**src/rtl/reaction_timer_ctrl.sv**
```systemverilog
`default_nettype none
// ============================================================================
// Module      : reaction_timer_ctrl
// Description : Top-level sequencer for the reaction timer. It waits a
//               pseudo-random number of millisecond ticks, lights the
//               stimulus LED, and enables and clears the external BCD
//               millisecond counter. It captures the counter value when the
//               player reacts and keeps the best (lowest) time. It also
//               detects false starts and timeouts.
//
// Ports       : clk, rst          - clock, asynchronous active-high reset
//               start_btn         - one-cycle pulse, starts a trial
//               react_btn         - one-cycle pulse, player response
//               ms_tick           - one-cycle pulse every millisecond
//               clear_best        - one-cycle pulse, invalidates best_time
//               count_in          - current BCD counter value
//               cnt_clr, cnt_en   - clear / enable to the BCD counter
//               led               - stimulus LED
//               done, false_start,
//               timeout           - trial outcome flags
//               result            - captured reaction time (BCD)
//               best_time,
//               best_valid        - lowest valid result and its valid flag
// Revision    : 1.0 - initial release
// ============================================================================
module reaction_timer_ctrl #(
    parameter int          DIGITS       = 4,
    parameter int          MIN_DELAY_MS = 1000,
    parameter int          RAND_BITS    = 11,
    parameter logic [15:0] LFSR_SEED    = 16'hACE1
) (
    input  logic                clk,
    input  logic                rst,
    input  logic                start_btn,
    input  logic                react_btn,
    input  logic                ms_tick,
    input  logic                clear_best,
    input  logic [4*DIGITS-1:0] count_in,
    output logic                cnt_clr,
    output logic                cnt_en,
    output logic                led,
    output logic                done,
    output logic                false_start,
    output logic                timeout,
    output logic [4*DIGITS-1:0] result,
    output logic [4*DIGITS-1:0] best_time,
    output logic                best_valid
);

    localparam int c_CNT_W = 4 * DIGITS;
    // One spare bit above the largest loadable delay value.
    localparam int c_DLY_W = $clog2(MIN_DELAY_MS + (1 << RAND_BITS)) + 1;

    localparam logic [c_CNT_W-1:0] c_ALL_NINES = {DIGITS{4'h9}};
    localparam logic [c_DLY_W-1:0] c_MIN_DELAY = c_DLY_W'(MIN_DELAY_MS);
    localparam logic [c_DLY_W-1:0] c_DLY_ONE   = c_DLY_W'(1);

    typedef enum logic [2:0] {
        S_IDLE     = 3'd0,
        S_ARM      = 3'd1,
        S_WAIT     = 3'd2,
        S_STIM     = 3'd3,
        S_RESULT   = 3'd4,
        S_FALSE_ST = 3'd5,
        S_TMOUT    = 3'd6
    } state_t;

    state_t               r_state;
    state_t               w_state_nxt;
    logic [15:0]          r_lfsr;
    logic                 w_lfsr_fb;
    logic [c_DLY_W-1:0]   r_delay;
    logic [c_DLY_W-1:0]   w_delay_nxt;
    logic [c_CNT_W-1:0]   r_result;
    logic [c_CNT_W-1:0]   w_result_nxt;
    logic [c_CNT_W-1:0]   r_best;
    logic [c_CNT_W-1:0]   w_best_nxt;
    logic                 r_best_valid;
    logic                 w_best_valid_nxt;
    logic                 r_cnt_clr;
    logic                 r_led;
    logic                 r_done;
    logic                 r_false_start;
    logic                 r_timeout;

    // Fibonacci LFSR, taps 16,14,13,11. A nonzero seed keeps it off the
    // all-zero lock-up state.
    assign w_lfsr_fb = r_lfsr[15] ^ r_lfsr[13] ^ r_lfsr[12] ^ r_lfsr[10];

    // ------------------------------------------------------------------
    // State and datapath registers
    // ------------------------------------------------------------------
    always_ff @(posedge clk or posedge rst) begin
        if (rst) begin
            r_state       <= S_IDLE;
            r_lfsr        <= LFSR_SEED;
            r_delay       <= '0;
            r_result      <= '0;
            r_best        <= '0;
            r_best_valid  <= 1'b0;
            r_cnt_clr     <= 1'b0;
            r_led         <= 1'b0;
            r_done        <= 1'b0;
            r_false_start <= 1'b0;
            r_timeout     <= 1'b0;
        end else begin
            r_state       <= w_state_nxt;
            r_lfsr        <= {r_lfsr[14:0], w_lfsr_fb};
            r_delay       <= w_delay_nxt;
            r_result      <= w_result_nxt;
            r_best        <= w_best_nxt;
            r_best_valid  <= w_best_valid_nxt;
            // Flags are decoded from the next state so that each one is a
            // flop that is high exactly while its state is occupied.
            r_cnt_clr     <= (w_state_nxt == S_ARM);
            r_led         <= (w_state_nxt == S_STIM);
            r_done        <= (w_state_nxt == S_RESULT);
            r_false_start <= (w_state_nxt == S_FALSE_ST);
            r_timeout     <= (w_state_nxt == S_TMOUT);
        end
    end

    // ------------------------------------------------------------------
    // Next-state and datapath logic
    // ------------------------------------------------------------------
    always_comb begin
        w_state_nxt      = r_state;
        w_delay_nxt      = r_delay;
        w_result_nxt     = r_result;
        w_best_nxt       = r_best;
        w_best_valid_nxt = r_best_valid;

        case (r_state)
            S_IDLE: begin
                if (start_btn) begin
                    w_state_nxt = S_ARM;
                end
            end

            S_ARM: begin
                w_delay_nxt = c_MIN_DELAY + c_DLY_W'(r_lfsr[RAND_BITS-1:0]);
                w_state_nxt = S_WAIT;
            end

            S_WAIT: begin
                // A reaction on the final tick still counts as a false start.
                if (react_btn) begin
                    w_state_nxt = S_FALSE_ST;
                end else if (ms_tick) begin
                    if (r_delay <= c_DLY_ONE) begin
                        w_delay_nxt = '0;
                        w_state_nxt = S_STIM;
                    end else begin
                        w_delay_nxt = r_delay - c_DLY_ONE;
                    end
                end
            end

            S_STIM: begin
                if (react_btn) begin
                    w_state_nxt  = S_RESULT;
                    w_result_nxt = count_in;
                    // Legal BCD orders the same as plain binary.
                    if (!r_best_valid || (count_in < r_best)) begin
                        w_best_nxt       = count_in;
                        w_best_valid_nxt = 1'b1;
                    end
                end else if (count_in == c_ALL_NINES) begin
                    w_state_nxt  = S_TMOUT;
                    w_result_nxt = count_in;
                end
            end

            S_RESULT, S_FALSE_ST, S_TMOUT: begin
                if (start_btn) begin
                    w_state_nxt = S_ARM;
                end
            end

            default: begin
                w_state_nxt = S_IDLE;
            end
        endcase

        // Clearing the best time overrides an update in the same cycle.
        if (clear_best) begin
            w_best_nxt       = '0;
            w_best_valid_nxt = 1'b0;
        end
    end

    // ------------------------------------------------------------------
    // Outputs
    // ------------------------------------------------------------------
    // The counter enable follows the tick directly while stimulus is lit,
    // and is suppressed in the reaction cycle so the captured value is final.
    assign cnt_en      = r_led & ms_tick & ~react_btn;
    assign cnt_clr     = r_cnt_clr;
    assign led         = r_led;
    assign done        = r_done;
    assign false_start = r_false_start;
    assign timeout     = r_timeout;
    assign result      = r_result;
    assign best_time   = r_best;
    assign best_valid  = r_best_valid;

endmodule
`default_nettype wire
```
**config.mk**
```make
export PLATFORM = sky130hd
export DESIGN_NAME = reaction_timer_ctrl
export DESIGN_NICKNAME = d
export VERILOG_FILES = /design/src/rtl/reaction_timer_ctrl.sv
export SDC_FILE = /design/constraint.sdc
export NUM_CORES = 1
export LEC_CHECK = 0
export ABC_AREA = 1
export CORE_UTILIZATION = 35
export DETAILED_ROUTE_END_ITERATION = 10
export PLACE_DENSITY = 0.61
export SLEW_MARGIN = 30
export SYNTH_ARGS = -nofsm -noshare
export SYNTH_HDL_FRONTEND = slang
export SYNTH_SLANG_ARGS = --single-unit
```
**constraint.sdc**
```tcl
create_clock -name clk -period 4.52 [get_ports clk]
set_input_delay 1.13 -clock clk [delete_from_list [all_inputs] [get_ports clk]]
set_output_delay 1.13 -clock clk [all_outputs]
set_load 0.02 [all_outputs]
```
---- After elaboration in Yosys (flattened, before gate mapping) ----
Cells that the tools add are included.
storage, ports and cells
  flip-flop bits (word level) ............. 70
  bits of input ports ..................... 22
  word-level logic and storage cells ...... 68
operators by class
  add/subtract/negate cells ............... 2
  magnitude comparators ................... 2
  equality and inequality tests ........... 14
  mux-type cells .......................... 21
  bitwise gates (word level) .............. 6
  reduce and logical (&&, ||, !) cells .... 12
operators by type and width
  operator                                                                           count
  16-bit two-way mux                                                                 6
  13-bit two-way mux                                                                 3
  13-bit case mux with 2 select lines                                                1
  3-bit equality test, second input constant                                         6
  3-bit two-way mux                                                                  6
  16-bit equality test, second input constant                                        1
  16-bit < comparator                                                                1
  13-bit by 1-bit less-or-equal comparator with 1-bit output, second input constant  1
  13-bit by 1-bit subtractor with 13-bit output, second input constant               1
  10-bit by 11-bit adder with 12-bit output, first input constant                    1
  3-bit case mux with 4 select lines                                                 1
  2-bit nonzero test                                                                 5
  3-bit by 2-bit equality test with 1-bit output, second input constant              3
  3-bit by 1-bit equality test with 1-bit output, second input constant              2
  3-bit AND reduction                                                                2
  1-bit two-way mux                                                                  4
  2-bit inequality test, second input constant                                       2
  4-bit OR reduction                                                                 1
  3-bit logical NOT                                                                  1
  1-bit bitwise XOR                                                                  3
  1-bit AND                                                                          2
  2-bit AND reduction                                                                1
  1-bit logical NOT                                                                  1
  1-bit logical OR                                                                   1
  1-bit NOT                                                                          1

---- Longest topological paths before layout ----
  depth in word-level cells ............... 6
  gate-level depth with buffers ........... 15

---- Worst setup path before layout ----
No wires, ideal clock.
  path kind ............................... input to output
  from .................................... input port ms_tick
  to ...................................... output port cnt_en
  arrival ................................. 1450 ps
  required time ........................... 3390 ps
  setup slack ............................. 1940 ps
  cell stages on the path ................. 2
  path buffers ............................ 0
  path through ............................ nand2_1 -> nor2_1
between the ends
  longest elaborated chain between the ends .. 2
ends and longest elaborated chain
  element                  RTL line  source
  start: declaration       36        input logic ms_tick,
  1-bit AND (2 in series)  197       assign cnt_en = r_led & ms_tick & ~react_btn;
  end: declaration         40        output logic cnt_en,
Every way passes these cells.

---- Final worst setup path ----
Ends and elaborated chain as after synthesis.

==> flow_summary.toml <==
[route]
drt-total-wl_mm = 8.45
drt_iter0_drc = 118
drtAntennaViolNets = 0
routedWlPerCell_um = 13.4
via_per_inst = 4.83
drtPass1Iterations = 4
drcViolationCount = 0
num_vias = 3043

[critical_path]
startpoint = "ms_tick"
reg2reg_from = "best_time[15]$_DFFE_PP0P_"
setup.worst_path.start_class = "input port"
cp-endpoint = "cnt_en"
critPathCaptureType = "primary output"
cpPeakStageDelay_ns = 0.61
critPathMaxFanout = 3
r2r_slack_ns = 2.39
crit_arrival_ns = 2.40
path_class = "in2out"
r2r-end = "best_time[4]$_DFFE_PP0P_"
crit_chain = "clkdlybuf4s50_1 > nand2_1 > nor2_1 > clkdlybuf4s50_1"
slowest_stage = "clkdlybuf4s50_1"
critPathRequiredTime_ns = 3.39
crit_top_cell = "clkdlybuf4s50_1"
worst_r2r_path_depth = 12

[timing]
relSlewSlack_pct = 37.4
worst_slack_ns = 0.988
period_minus_slack_ns = 3.53
fin_crit_sh_pct = 78.1
rsz0062_at_grt = "false"
slew_violations = 0
hold_viol = 0
setup_tns_ns = 0
setup_violations = 0
fmax_mhz = 283
worstMarginPinSlew_ns = 0.938
fin_hold_ws_ns = 0.355
fin_skew_ns = 0.0123

[floorplan]
die_y_um = 104
initial_utilization_pct = 36.6
row_count = 36
coreArea_um2 = 9860
dieArea_um2 = 10700
ios = 61
dieWidth_um = 104

[synth]
synth.top_cells.by_area = "dfrtp_1, nand2_1, ha_1"
synth_nets = 472
synth_edf_count = 0
yosysTopAreaCell = "dfrtp_1"
async_flop_share_pct = 100
synth-seq-cells = 70
netlist_area_um2 = 3610
synthMostInstantiatedCell = "nand2_1"
yosys_warnings = 0
synth_top_area_share_pct = 43.0
synthCells = 432
ys_seq_area_share_pct = 48.8
syn_area_per_cell_um2 = 8.35
synth_ff_type = "dfrtp_1"
yosys.cell_types.count = 30
synth_common_cells = "nand2_1, dfrtp_1, inv_1"

[finish]
fin_nets = 532
syn_to_final_growth_pct = 25.6
utilization_pct = 45.9
drive_above_1_share_pct = 8.85
fill_cells = 955
final_cells = 630
diodes = 0
stdcell_area_um2 = 4530

[placed_design]
dp.cells = 614
dp_hpwl_mm = 6.12
pre_cts_slack_ns = 0.993
io_buffers = 60
place.gp.congestion = 0.786
place_area_um2 = 4300

[power_and_ir_drop]
leakage_nw = 2.15
p_total_mw = 2.41
ir_worst_vdd_v = 0.000187
power_density_nw_per_um2 = 532

[cts]
tritoncts = "built"
cts_max_path_buffers = 2
numCtsBuffers = 9
cts.reportedPaths.clkPinSlew_ns = 0.07
cts_resized = 0
clk_latency_ns = 0.35
clkSinkCount = 70
h-tree-depth = 3
clockRootBuffer = "clkbuf_8"
postCtsHoldBufs = 0
cts_setup_buffers = 0

[global_routing]
overflow = 0
track_usage_pct = 16.9
grt_max_degree = 36
grt_pass1_wl_mm = 14.5
antenna_found_initial = 0
grt_pass1_vias = 2998

[outcome]
status = "finished, final reports clean"

[min_path]
worstHoldStart = "r_lfsr[14]$_DFF_PP0_"
hold_class = "reg2reg"

[job]
maxCapViolCount = 0
kinds of logic (layout without fill, tap and decap cells):
group	after synthesis	after routing	synth area share, %
buffers and inverters	64	129	7.70
DFF	70	70	48.8
xor gates and xnor gates	14	14	3.40
AOI/OAI and AO/OA	40	40	6.42
adders and majority gates	18	18	6.24
and+or+nand+nor	226	226	27.4
worst max-delay path, delay by kind of cell:
kind	cells	cell delay (ns)
and+or+nand+nor	2	0.15
buffers and inverters	2	1.11
how the worst min path moves through the flow:
stage                           endpoint  slack (ns)  cells after the start
CTS                 r_lfsr[15]$_DFF_PP1_        0.36                      0
global placement    r_lfsr[15]$_DFF_PP1_        0.34                      0
global route        r_lfsr[15]$_DFF_PP1_        0.37                      0
finish              r_lfsr[15]$_DFF_PP1_        0.35                      0
floorplan           r_lfsr[15]$_DFF_PP1_        0.33                      0
detailed placement  r_lfsr[15]$_DFF_PP1_        0.34                      0
where the power goes:
| part | internal (mW) | switching, mW | total (mW) |
|---|---|---|---|
| sequential | 0.786 | 0.122 | 0.908 |
| combinational | 0.374 | 0.554 | 0.928 |
| clock | 0.317 | 0.258 | 0.575 |
| total | 1.48 | 0.934 | 2.41 |
registers in the layout, indices dropped and copies added, names as in the netlist:
signal,flops
done,1
best_valid,1
best_time,16
r_delay,13
cnt_clr,1
r_state,3
result,16
led,1
false_start,1
r_lfsr,16
timeout,1
routing by layer:
layer | GRT usage, % | part of all wire [%] | wire (um) | vias up
li1 | - | - | - | 1511
met1 | 22.7 | 49 | 4160 | 1457
met2 | 26.6 | 46 | 3880 | 66
met3 | 4.28 | 3.7 | 310 | 9
met4 | 5.59 | 1.2 | 99 | 0
met5 | 0 | 0 | 0 | -
final cells by class:
type / instances / area (um^2) / area share [%]
Inverter: 51 / 191 / 4.23
Tap cell: 133 / 166 / 3.67
Clock inverter: 7 / 104 / 2.29
Multi-Input combinational cell: 298 / 1570 / 34.6
Sequential cell: 70 / 1760 / 38.9
Clock buffer: 9 / 124 / 2.73
Timing Repair Buffer: 62 / 616 / 13.6
cell usage in the layout (no fill, tap or decap), types with 6 or more instances in the layout:
master / count
nand2_1: 118
nor2_1: 43
ha_1: 18
nor3_1: 7
clkbuf_8: 9
o21ai_0: 10
xnor2_1: 6
inv_1: 47
dfstp_2: 8
a21oi_1: 13
clkdlybuf4s50_1: 60
xor2_1: 8
a31oi_1: 12
nand3_1: 30
nand4_1: 16
dfrtp_1: 62
Note: power is estimated with default switching activity, not from simulation.
